## src/rtl/remote_comm.sv

```systemverilog
// remote_comm: host-side command sender -- a 16-bit command goes out as two UART bytes
// (high, then low) and the single-byte response is captured. Optional macro RESP_TMO_EN.

module UART #(
    parameter int BAUD_DIV = 2604
) (
    input  logic       clk,
    input  logic       rst_n,
    input  logic       RX,
    output logic       TX,
    input  logic       trmt,
    input  logic [7:0] tx_data,
    output logic       tx_done,
    output logic [7:0] rx_data,
    output logic       rx_rdy,
    input  logic       clr_rx_rdy
);
    localparam logic [15:0] BAUD_LAST = 16'(BAUD_DIV - 1);
    localparam logic [15:0] BAUD_HALF = 16'(BAUD_DIV / 2);

    logic [8:0]  tx_shft_q;
    logic [3:0]  tx_bits_q;
    logic [15:0] tx_baud_q;
    logic        tx_busy_q;
    logic        tx_done_q;

    logic        rx_ff1_q, rx_ff2_q;
    logic        rx_busy_q;
    logic [3:0]  rx_bits_q;
    logic [15:0] rx_baud_q;
    logic [7:0]  rx_shft_q;
    logic [7:0]  rx_data_q;
    logic        rx_rdy_q;

    // Frame shifts out LSB first: start bit, 8 data bits, then 1s fill in as the stop bit.
    always_ff @(posedge clk or negedge rst_n) begin
        if (!rst_n) begin
            tx_shft_q <= 9'h1FF;
            tx_bits_q <= 4'd0;
            tx_baud_q <= 16'd0;
            tx_busy_q <= 1'b0;
            tx_done_q <= 1'b0;
        end else if (trmt) begin
            tx_shft_q <= {tx_data, 1'b0};
            tx_bits_q <= 4'd0;
            tx_baud_q <= 16'd0;
            tx_busy_q <= 1'b1;
            tx_done_q <= 1'b0;
        end else if (tx_busy_q) begin
            if (tx_baud_q == BAUD_LAST) begin
                tx_baud_q <= 16'd0;
                tx_shft_q <= {1'b1, tx_shft_q[8:1]};
                tx_bits_q <= tx_bits_q + 4'd1;
                if (tx_bits_q == 4'd9) begin
                    tx_busy_q <= 1'b0;
                    tx_done_q <= 1'b1;
                end
            end else begin
                tx_baud_q <= tx_baud_q + 16'd1;
            end
        end
    end

    always_ff @(posedge clk or negedge rst_n) begin
        if (!rst_n) begin
            rx_ff1_q <= 1'b1;
            rx_ff2_q <= 1'b1;
        end else begin
            rx_ff1_q <= RX;
            rx_ff2_q <= rx_ff1_q;
        end
    end

    // Sampling starts half a bit after the falling edge, so every sample lands mid-bit.
    always_ff @(posedge clk or negedge rst_n) begin
        if (!rst_n) begin
            rx_busy_q <= 1'b0;
            rx_bits_q <= 4'd0;
            rx_baud_q <= 16'd0;
            rx_shft_q <= 8'h00;
            rx_data_q <= 8'h00;
            rx_rdy_q  <= 1'b0;
        end else begin
            if (clr_rx_rdy) rx_rdy_q <= 1'b0;
            if (!rx_busy_q) begin
                if (!rx_ff2_q) begin
                    rx_busy_q <= 1'b1;
                    rx_baud_q <= BAUD_HALF;
                    rx_bits_q <= 4'd0;
                end
            end else if (rx_baud_q == BAUD_LAST) begin
                rx_baud_q <= 16'd0;
                rx_bits_q <= rx_bits_q + 4'd1;
                if (rx_bits_q == 4'd0) begin
                    if (rx_ff2_q) rx_busy_q <= 1'b0;
                end else if (rx_bits_q == 4'd9) begin
                    rx_busy_q <= 1'b0;
                    rx_data_q <= rx_shft_q;
                    rx_rdy_q  <= 1'b1;
                end else begin
                    rx_shft_q <= {rx_ff2_q, rx_shft_q[7:1]};
                end
            end else begin
                rx_baud_q <= rx_baud_q + 16'd1;
            end
        end
    end

    assign TX      = tx_shft_q[0];
    assign tx_done = tx_done_q;
    assign rx_data = rx_data_q;
    assign rx_rdy  = rx_rdy_q;
endmodule

module remote_comm #(
    parameter int TMO_CYCLES = 1_000_000,
    parameter int BAUD_DIV   = 2604
) (
    input  logic        clk,
    input  logic        rst_n,
    input  logic        RX,
    output logic        TX,
    input  logic [15:0] cmd,
    input  logic        snd_cmd,
    output logic        cmd_snt,
    output logic        busy,
    output logic [7:0]  resp,
    output logic        resp_rdy,
    input  logic        clr_resp_rdy
`ifdef RESP_TMO_EN
    ,
    output logic        resp_tmo
`endif
);
    if (TMO_CYCLES < 2) begin : g_bad_tmo
        $error("remote_comm: TMO_CYCLES must be at least 2");
    end

`ifdef RESP_TMO_EN
    typedef enum logic [1:0] {IDLE, HIGH, LOW, WAIT_RESP} state_t;
    localparam int              TMO_W    = $clog2(TMO_CYCLES + 1);
    localparam logic [TMO_W-1:0] TMO_LAST = TMO_W'(TMO_CYCLES - 1);
    localparam logic [TMO_W-1:0] TMO_MAX  = TMO_W'(TMO_CYCLES);
    logic [TMO_W-1:0] tmo_cnt_q, tmo_cnt_d;
    logic             resp_tmo_q, resp_tmo_d;
`else
    typedef enum logic [1:0] {IDLE, HIGH, LOW} state_t;
`endif

    state_t     state_q, state_d;
    logic [7:0] low_buf_q, low_buf_d;
    logic       cmd_snt_q, cmd_snt_d;
    logic [7:0] resp_q, resp_d;
    logic       resp_rdy_q, resp_rdy_d;
    logic       trmt, tx_done, rx_rdy, clr_rx_rdy;
    logic [7:0] tx_data, rx_data;

    UART #(.BAUD_DIV(BAUD_DIV)) u_uart (
        .clk        (clk),
        .rst_n      (rst_n),
        .RX         (RX),
        .TX         (TX),
        .trmt       (trmt),
        .tx_data    (tx_data),
        .tx_done    (tx_done),
        .rx_data    (rx_data),
        .rx_rdy     (rx_rdy),
        .clr_rx_rdy (clr_rx_rdy)
    );

    // In IDLE the high byte comes straight from the live cmd so trmt can fire on accept.
    assign tx_data = (state_q == IDLE) ? cmd[15:8] : low_buf_q;

    always_ff @(posedge clk or negedge rst_n) begin
        if (!rst_n) begin
            state_q    <= IDLE;
            low_buf_q  <= 8'h00;
            cmd_snt_q  <= 1'b0;
            resp_q     <= 8'h00;
            resp_rdy_q <= 1'b0;
`ifdef RESP_TMO_EN
            tmo_cnt_q  <= '0;
            resp_tmo_q <= 1'b0;
`endif
        end else begin
            state_q    <= state_d;
            low_buf_q  <= low_buf_d;
            cmd_snt_q  <= cmd_snt_d;
            resp_q     <= resp_d;
            resp_rdy_q <= resp_rdy_d;
`ifdef RESP_TMO_EN
            tmo_cnt_q  <= tmo_cnt_d;
            resp_tmo_q <= resp_tmo_d;
`endif
        end
    end

    always_comb begin
        state_d    = state_q;
        low_buf_d  = low_buf_q;
        cmd_snt_d  = cmd_snt_q;
        resp_d     = resp_q;
        resp_rdy_d = resp_rdy_q;
        trmt       = 1'b0;
        clr_rx_rdy = 1'b0;
`ifdef RESP_TMO_EN
        tmo_cnt_d  = tmo_cnt_q;
        resp_tmo_d = resp_tmo_q;
`endif
        case (state_q)
            IDLE: begin
                if (snd_cmd) begin
                    trmt       = 1'b1;
                    low_buf_d  = cmd[7:0];
                    cmd_snt_d  = 1'b0;
                    resp_rdy_d = 1'b0;
`ifdef RESP_TMO_EN
                    resp_tmo_d = 1'b0;
`endif
                    state_d    = HIGH;
                end
            end
            HIGH: begin
                if (tx_done) begin
                    trmt    = 1'b1;
                    state_d = LOW;
                end
            end
            LOW: begin
                if (tx_done) begin
                    cmd_snt_d = 1'b1;
`ifdef RESP_TMO_EN
                    tmo_cnt_d = '0;
                    state_d   = WAIT_RESP;
`else
                    state_d   = IDLE;
`endif
                end
            end
`ifdef RESP_TMO_EN
            WAIT_RESP: begin
                if (rx_rdy) begin
                    state_d = IDLE;
                end else if (tmo_cnt_q == TMO_LAST) begin
                    resp_tmo_d = 1'b1;
                    state_d    = IDLE;
                end else if (tmo_cnt_q != TMO_MAX) begin
                    tmo_cnt_d = tmo_cnt_q + 1'b1;
                end
            end
`endif
            default: state_d = IDLE;
        endcase

        // Response capture runs in every state; a new byte beats a same-cycle clear.
        if (rx_rdy) begin
            resp_d     = rx_data;
            resp_rdy_d = 1'b1;
            clr_rx_rdy = 1'b1;
        end else if (clr_resp_rdy) begin
            resp_rdy_d = 1'b0;
        end
    end

    assign busy     = (state_q != IDLE);
    assign cmd_snt  = cmd_snt_q;
    assign resp     = resp_q;
    assign resp_rdy = resp_rdy_q;
`ifdef RESP_TMO_EN
    assign resp_tmo = resp_tmo_q;
`endif
endmodule

```

## config.mk

```make
export PLATFORM = sky130hd
export DESIGN_NAME = remote_comm
export DESIGN_NICKNAME = d
export VERILOG_FILES = /design/src/rtl/remote_comm.sv
export SDC_FILE = /design/constraint.sdc
export NUM_CORES = 1
export LEC_CHECK = 0
export BUFFER_PORTS_ARGS = -buffer_cell sky130_fd_sc_hd__buf_2
export CAP_MARGIN = 10
export CORE_ASPECT_RATIO = 0.9
export CORE_MARGIN = 5
export CORE_UTILIZATION = 60
export DETAILED_ROUTE_END_ITERATION = 10
export PLACE_DENSITY_LB_ADDON = 0.2
export SLEW_MARGIN = 25
export SYNTH_ARGS = -nofsm -noshare
export SYNTH_HDL_FRONTEND = slang
export SYNTH_HIERARCHICAL = 1
export SYNTH_SLANG_ARGS = --single-unit
```

## constraint.sdc

```tcl
create_clock -name clk -period 2.3 [get_ports clk]
set_input_delay 0.345 -clock clk [delete_from_list [all_inputs] [get_ports clk]]
set_output_delay 0.345 -clock clk [all_outputs]
set_load 0.03 [all_outputs]
```

* Word-level counts from Yosys, hierarchy flattened *
Index checks and enable logic that the tools add are counted.

operators by class
  shift operators = 0
  $mul = 0
  order comparisons = 0
  div/mod/pow operators = 0
  multiplexer cells = 48
  equality and inequality tests = 11
  bitwise logic cells = 2
  reductions and logical operators = 18
  add/sub/neg operators = 4

operators with widths
  operator               count
  $mux 16                6
  $add 16x1->16 const B  2
  $eq 16x12->1 const B   2
  $mux 9                 3
  $mux 1                 26
  $mux 4                 6
  $reduce_bool 2->1      5
  $reduce_and 3->1       3
  $add 4x1->4 const B    2
  $eq 4x4->1 const B     2
  $mux 8                 1
  $reduce_and 2->1       4
  $reduce_and 4->1       2
  $mux 2                 3
  $ne 2x2->1 const B     3
  $pmux 2 s3             1
  $reduce_bool 3->1      2
  $logic_not 4->1        1
  $ne 2x1->1 const B     2
  $pmux 1 s2             2
  $eq 2x1->1 const B     1
  $eq 2x2->1 const B     1
  $logic_not 2->1        1
  $not 1->1              2

storage, ports and cells
  latch bits = 0
  flip-flop bits (word level) = 91
  memory bits (read-only) = 0
  input port bits = 21
  word-level logic and storage cells = 101
  memories kept = 0
  output and inout bits = 12
  bits in writable memories = 0

* Longest topological paths before layout *
  word-level depth = 6
  depth in mapped cells = 8
  mapped depth without buffers = 7

* Modules after synthesis *
The synthesis kept the hierarchy.

modules (own cells, without submodules)
  module       area each (um^2)  cells an instance  sequential area each (um^2)  times used
  UART         3543.4            345                1790.5                       1
  remote_comm  913.4             63                 500.5                        1

* Least setup slack after synthesis *
Ideal clock, no wire load.

  kind = register -> register
  start = register u_uart.rx_baud_q[0]
  end = register u_uart.rx_baud_q[9]
  period minus slack after synthesis = 1.867 ns
  path slack = 0.433 ns
  path buffers = 2
  library setup time = 0.132 ns
  required time = 2.168 ns
  stages on the path, launching flop included = 9
  data arrival time = 1.736 ns
  path through = dfrtp_1 ha_1 and4bb_2 nand2b_2 o41a_1 buf_2 buf_6 a31oi_1 a31oi_1

on the way
  word-level cells in the longest chain between the ends = 3
  elaborated cells on any way between the ends = 4
  those cells by class = 1 x add/sub; 1 x eq/ne; 2 x mux

RTL lines
  what                                                  RTL line  RTL
  start, declared                                       30        logic [15:0] rx_baud_q;
  start signal, assigned                                104       rx_baud_q <= rx_baud_q + 16'd1;
  $add 16x1->16 / $eq 16x12->1 (equally long branches)  104, 91
  $mux 16 *                                             91        end else if (rx_baud_q == BAUD_LAST) begin
  $mux 16 *                                             85        if (!rx_busy_q) begin

Every way passes the cells marked *; elsewhere a longest branch is shown, timed or not.
A chain may end at the register's enable or synchronous reset.

* Worst setup path in the final report *
  start = register state_q[0]
  end = register u_uart.tx_baud_q[13]

on the way
  word-level cells in the longest chain between the ends = 3
  elaborated cells on any way between the ends = 5
  those cells by class = 1 x eq/ne; 2 x mux; 2 x reduce/logical

RTL lines
  what                                                  RTL line  RTL
  start, declared                                       150       state_t state_q, state_d;
  start signal, assigned                                186       state_q <= state_d;
  $eq 2x1->1 / $logic_not 2->1 (equally long branches)  210       case (state_q)
  $pmux 1 s2 *                                          210
  net trmt                                              155       logic trmt, tx_done, rx_rdy, clr_rx_rdy;
  $mux 16 / $reduce_bool 2->1 (equally long branches)   --
  end signal, assigned                                  59        tx_baud_q <= tx_baud_q + 16'd1;
  end, declared                                         23        logic [15:0] tx_baud_q;

Mark *: on every way through the listed nets, which the timed path passes. The rest lies on a longest branch.

==> results list <==
- The flow ran to the end, and the final reports show no timing, DRC or antenna violations.
- Slew at the pin closest to its max-slew limit: 677 ps
- The region available for standard cell placement spans 0.00715 mm^2.
* HPWL Detailed: 5.76 mm
* Wire length of the first global-routing pass: approximately 15 mm
* Fraction of the yosys area taken by sequential cells: approximately half
- Counting along the longest clock path gives a buffer depth of 2.
- Leak pwr: 2.32 nW
- Power spread over the standard cell area amounts to 687 mW/mm^2.
- X dimension of the die: 101 um
- Counting flops and latches in the post-synthesis netlist gives 91.
* Longest individual stage delay on the worst path: around 470 ps
* Startpoint kind of the worst setup timing path: flop
* Top fanout value on the critical path: 7
- Global routing finished with a remaining overflow of 0.
* Final hold violations: 0
* Die height: 91.8 um
- The repair_antennas step left the layout with diodes totalling 0.
* Via count of the first global-routing pass: 3,096
- Setup repair after global routing left no endpoint under its margin.
- TritonCTS built the clock tree.
- The worst path needs 2110 ps of the cycle, external delays included.
- In this run, the number of DRC markers left after iteration 0 of detailed routing was 102.
* Number of cells in the finished layout apart from fillers: 540
- In this run the biggest area consumer among cell types represents 44.9% of the synthesized area.
- Hold slack: 81.4 ps
- Cell-by-cell listing of the critical path: nand2b_1 -> a21oi_2 -> o2111ai_1 -> or2_2 -> nor3_1 -> xnor2_1 -> nor2_1
- Largest area contributor in the netlist: sky130_fd_sc_hd__dfrtp_1
- The average instance in the mapped netlist occupies 10.9 um^2.
- Top cells by instance count after synthesis: sky130_fd_sc_hd__dfrtp_1 (80), sky130_fd_sc_hd__nor2_1 (36), sky130_fd_sc_hd__mux2_2 (31), sky130_fd_sc_hd__nand2_1 (31), sky130_fd_sc_hd__a21oi_1 (23)
- Area enclosed by the die boundary: 0.00925 mm^2
* Placed cells: 523
- Most frequent cell after synthesis: sky130_fd_sc_hd__dfrtp_1
- Number of setup violations in the final report: 0
- Cell area after synthesis: 0.00446 mm^2
* CTS Root Cell: sky130_fd_sc_hd__clkbuf_8
* Endpoint required time on the critical path: approximately 2500 ps
- The initialized floorplan defines 29 standard-cell rows.
* Total number of H-tree levels: 3
- Ratio of cells with drive above 1 in the final layout: 27.3%
* Critical path buffer and inverter count: 0
* Initial cell density of the core: 62.3%
* Count of synthesis-stage warnings from yosys: 6
- Among cell families on the critical path, the largest total delay comes from simple AND/OR/NAND/NOR gates.
* Routed Antenna Nets: 0
- Arrival time of the worst setup path: 2350 ps
* Cell types with the largest area share after synthesis: sky130_fd_sc_hd__dfrtp_1 (45%), sky130_fd_sc_hd__mux2_2 (7.8%), sky130_fd_sc_hd__dfstp_2 (6.5%)
- Number of buffers inserted during clock tree synthesis: 9
* Number of distinct library cell variants in the gate-level netlist after synthesis: between 50 and 60
* Number of synthesized flops with an enable pin: 0
* DRC viols: 0
* Crit Path Category: reg -> reg
- Number of max-slew violations in the final report: 0
* Net count after synthesis: between 400 and 500
* CTS Sinks: between 90 and 100
- GRT met2 Usage: 31.2%
- After layout, the worst path uses 91.7% of the clock period.
* Worst clock skew: between 10 and 15 ps
- Synthesized netlist cell count: 408
- For this run, the leading register cell type out of synthesis is sky130_fd_sc_hd__dfrtp_1.
- Max VDD drop: 0.462 mV
* Share of async-settable or async-resettable flops after synthesis: 100%
* Number of antenna violations at the first check in global routing: 0
* Number of vias after detailed routing: 3,094
* Layout area overhead: 11.5%
- Global routing used 19.8% of the available tracks.
- STA classifies the critical path endpoint as a flop.
- 33 I/O pins were placed.
- Setup Total Neg Slack: 0 ps
* Final net count: 470
- Dividing the detail-routed wire length by the instance count gives roughly 16 um.
* Clock latency of the later-clocked register in the worst-skew pair: 350 ps
- Max-cap violations: 0
- Slowest stage cell, crit path: sky130_fd_sc_hd__dfrtp_1
- DR pass1 iterations: 5
- Summed over all layers, the routed wires come to approximately 8.4 mm.
- After clock tree synthesis, the clock-pin slew on the worst setup and hold paths is 90 ps.
- Finished Core Util: 69.5%
- The congestion estimate from routability-driven global placement came to 0.872.
* Class of the most critical hold timing path: in -> reg
- In the routed layout, each cell is associated on average with a via count of between 5 and 6.
- Max-Slew Margin vs Limit: 54.8%
- Maximum operating frequency: approximately 470 MHz
- Setup Buffers After CTS: 0
- Peak-usage layer in the global routing report: met2
- Number of input and output port buffers inserted: 32
- Global routing usage on met1: a little over a quarter
- Pin count of the biggest net entering global routing: 48
- Global routing consumed, on the met3 layer, approximately 4.6% of the routing resources.
-- worst register-to-register path: stages, from the launching register on --
cell and delay (ps):
sky130_fd_sc_hd__dfrtp_1 470, sky130_fd_sc_hd__nand2b_1 210, sky130_fd_sc_hd__a21oi_2 180, sky130_fd_sc_hd__o2111ai_1 270
sky130_fd_sc_hd__or2_2 360, sky130_fd_sc_hd__nor3_1 280, sky130_fd_sc_hd__xnor2_1 170, sky130_fd_sc_hd__nor2_1 60
-- what timing repair did --
item | in CTS | in global routing
hold endpoints to repair | 1 | 0
setup endpoints to repair | 0 | 2
gates resized for setup | 0 | 1
hold buffers | 1 | 0
-- flip-flops by register name (all words and copies together) (netlist names), 2 cells and up --
| signal | flops |
|---|---|
| low_buf_q | 8 |
| resp | 8 |
| state_q | 2 |
| u_uart/rx_baud_q | 16 |
| u_uart/rx_bits_q | 4 |
| u_uart/rx_data | 8 |
| u_uart/rx_shft_q | 8 |
| u_uart/tx_baud_q | 16 |
| u_uart/tx_bits_q | 4 |
| u_uart/tx_shft_q | 9 |
-- layout make-up --
type	count	area [um^2]
clock buffers	9	124
clock inverters	7	128
fillers	527	2180
inverters	16	60.1
multi-input cells	283	2020
flip-flops and latches	91	2290
well taps	93	116
repair buffers	41	233
-- per-stage QoR --
step	power, mW	setup WS (ps)	cell area (um^2)
after floorplan	2.00	433	4460
after global placement	2.10	283	4710
after detailed placement	2.11	212	4710
after CTS	3.45	181	4970
after global routing	3.58	29.4	4970
final	3.42	192	4970
-- layout by cell type, fill, tap and decap left out, drive strengths merged, types with 2 or more instances in the layout --
cell type,instances
xor2,10
and2,2
dfrtp,80
bufinv,3
nor2b,4
nor3,5
nand4b,2
and3,3
nor2,38
nand2,32
or2,2
a21oi,23
nand3,15
a21o,3
nor4b,4
o22ai,2
or3,2
a211oi,2
buf,40
clkbuf,9
mux2i,8
dfstp,11
a31oi,7
nand4,7
nand3b,4
xnor2,10
ha,7
inv,20
o21ai,21
nor4,4
nand2b,12
mux2,41
-- report_power, final --
group          switching (mW)  total (mW)  internal (mW)
combinational           0.137       0.287          0.150
clock                   0.587        1.33          0.741
sequential             0.0963        1.80           1.70
total                   0.821        3.42           2.59
-- routing by layer --
layer | routed length [um] | vias up
met4 | 53 | 0
met1 | 3740 | 1522
met3 | 353 | 7
li1 | - | 1492
met5 | 0 | -
met2 | 4240 | 73
-- worst paths after layout --
path	start	to	slack [ps]	cells after the start
setup / recovery	state_q[0]$_DFFE_PN0P_	u_uart/tx_baud_q[13]$_DFFE_PN0P_	190	7
hold / removal	RX	u_uart/rx_ff1_q$_DFF_PN1_	80	1
setup reg to reg	state_q[0]$_DFFE_PN0P_	u_uart/tx_baud_q[13]$_DFFE_PN0P_	190	7
hold reg to reg	u_uart/rx_ff1_q$_DFF_PN1_	u_uart/rx_ff2_q$_DFF_PN1_	360	0
max in group asynchronous	rst_n	u_uart/tx_shft_q[6]$_DFFE_PN1P_	1040	3
min in group asynchronous	rst_n	u_uart/tx_baud_q[2]$_DFFE_PN0P_	530	2
-- kinds of logic (layout without fill, tap and decap cells) --
| kind of cell | after synthesis | count (layout) | share of synthesized area [%] |
|---|---|---|---|
| flops | 91 | 91 | 51.4 |
| mux | 49 | 49 | 12.8 |
| fa+ha+maj | 7 | 7 | 1.97 |
| xor+xnor | 20 | 20 | 3.93 |
| compound gates | 64 | 64 | 8.65 |
| simple gates | 143 | 143 | 17.8 |
| buf+inv | 34 | 73 | 3.40 |
Note: power is estimated with default switching activity, not from simulation.
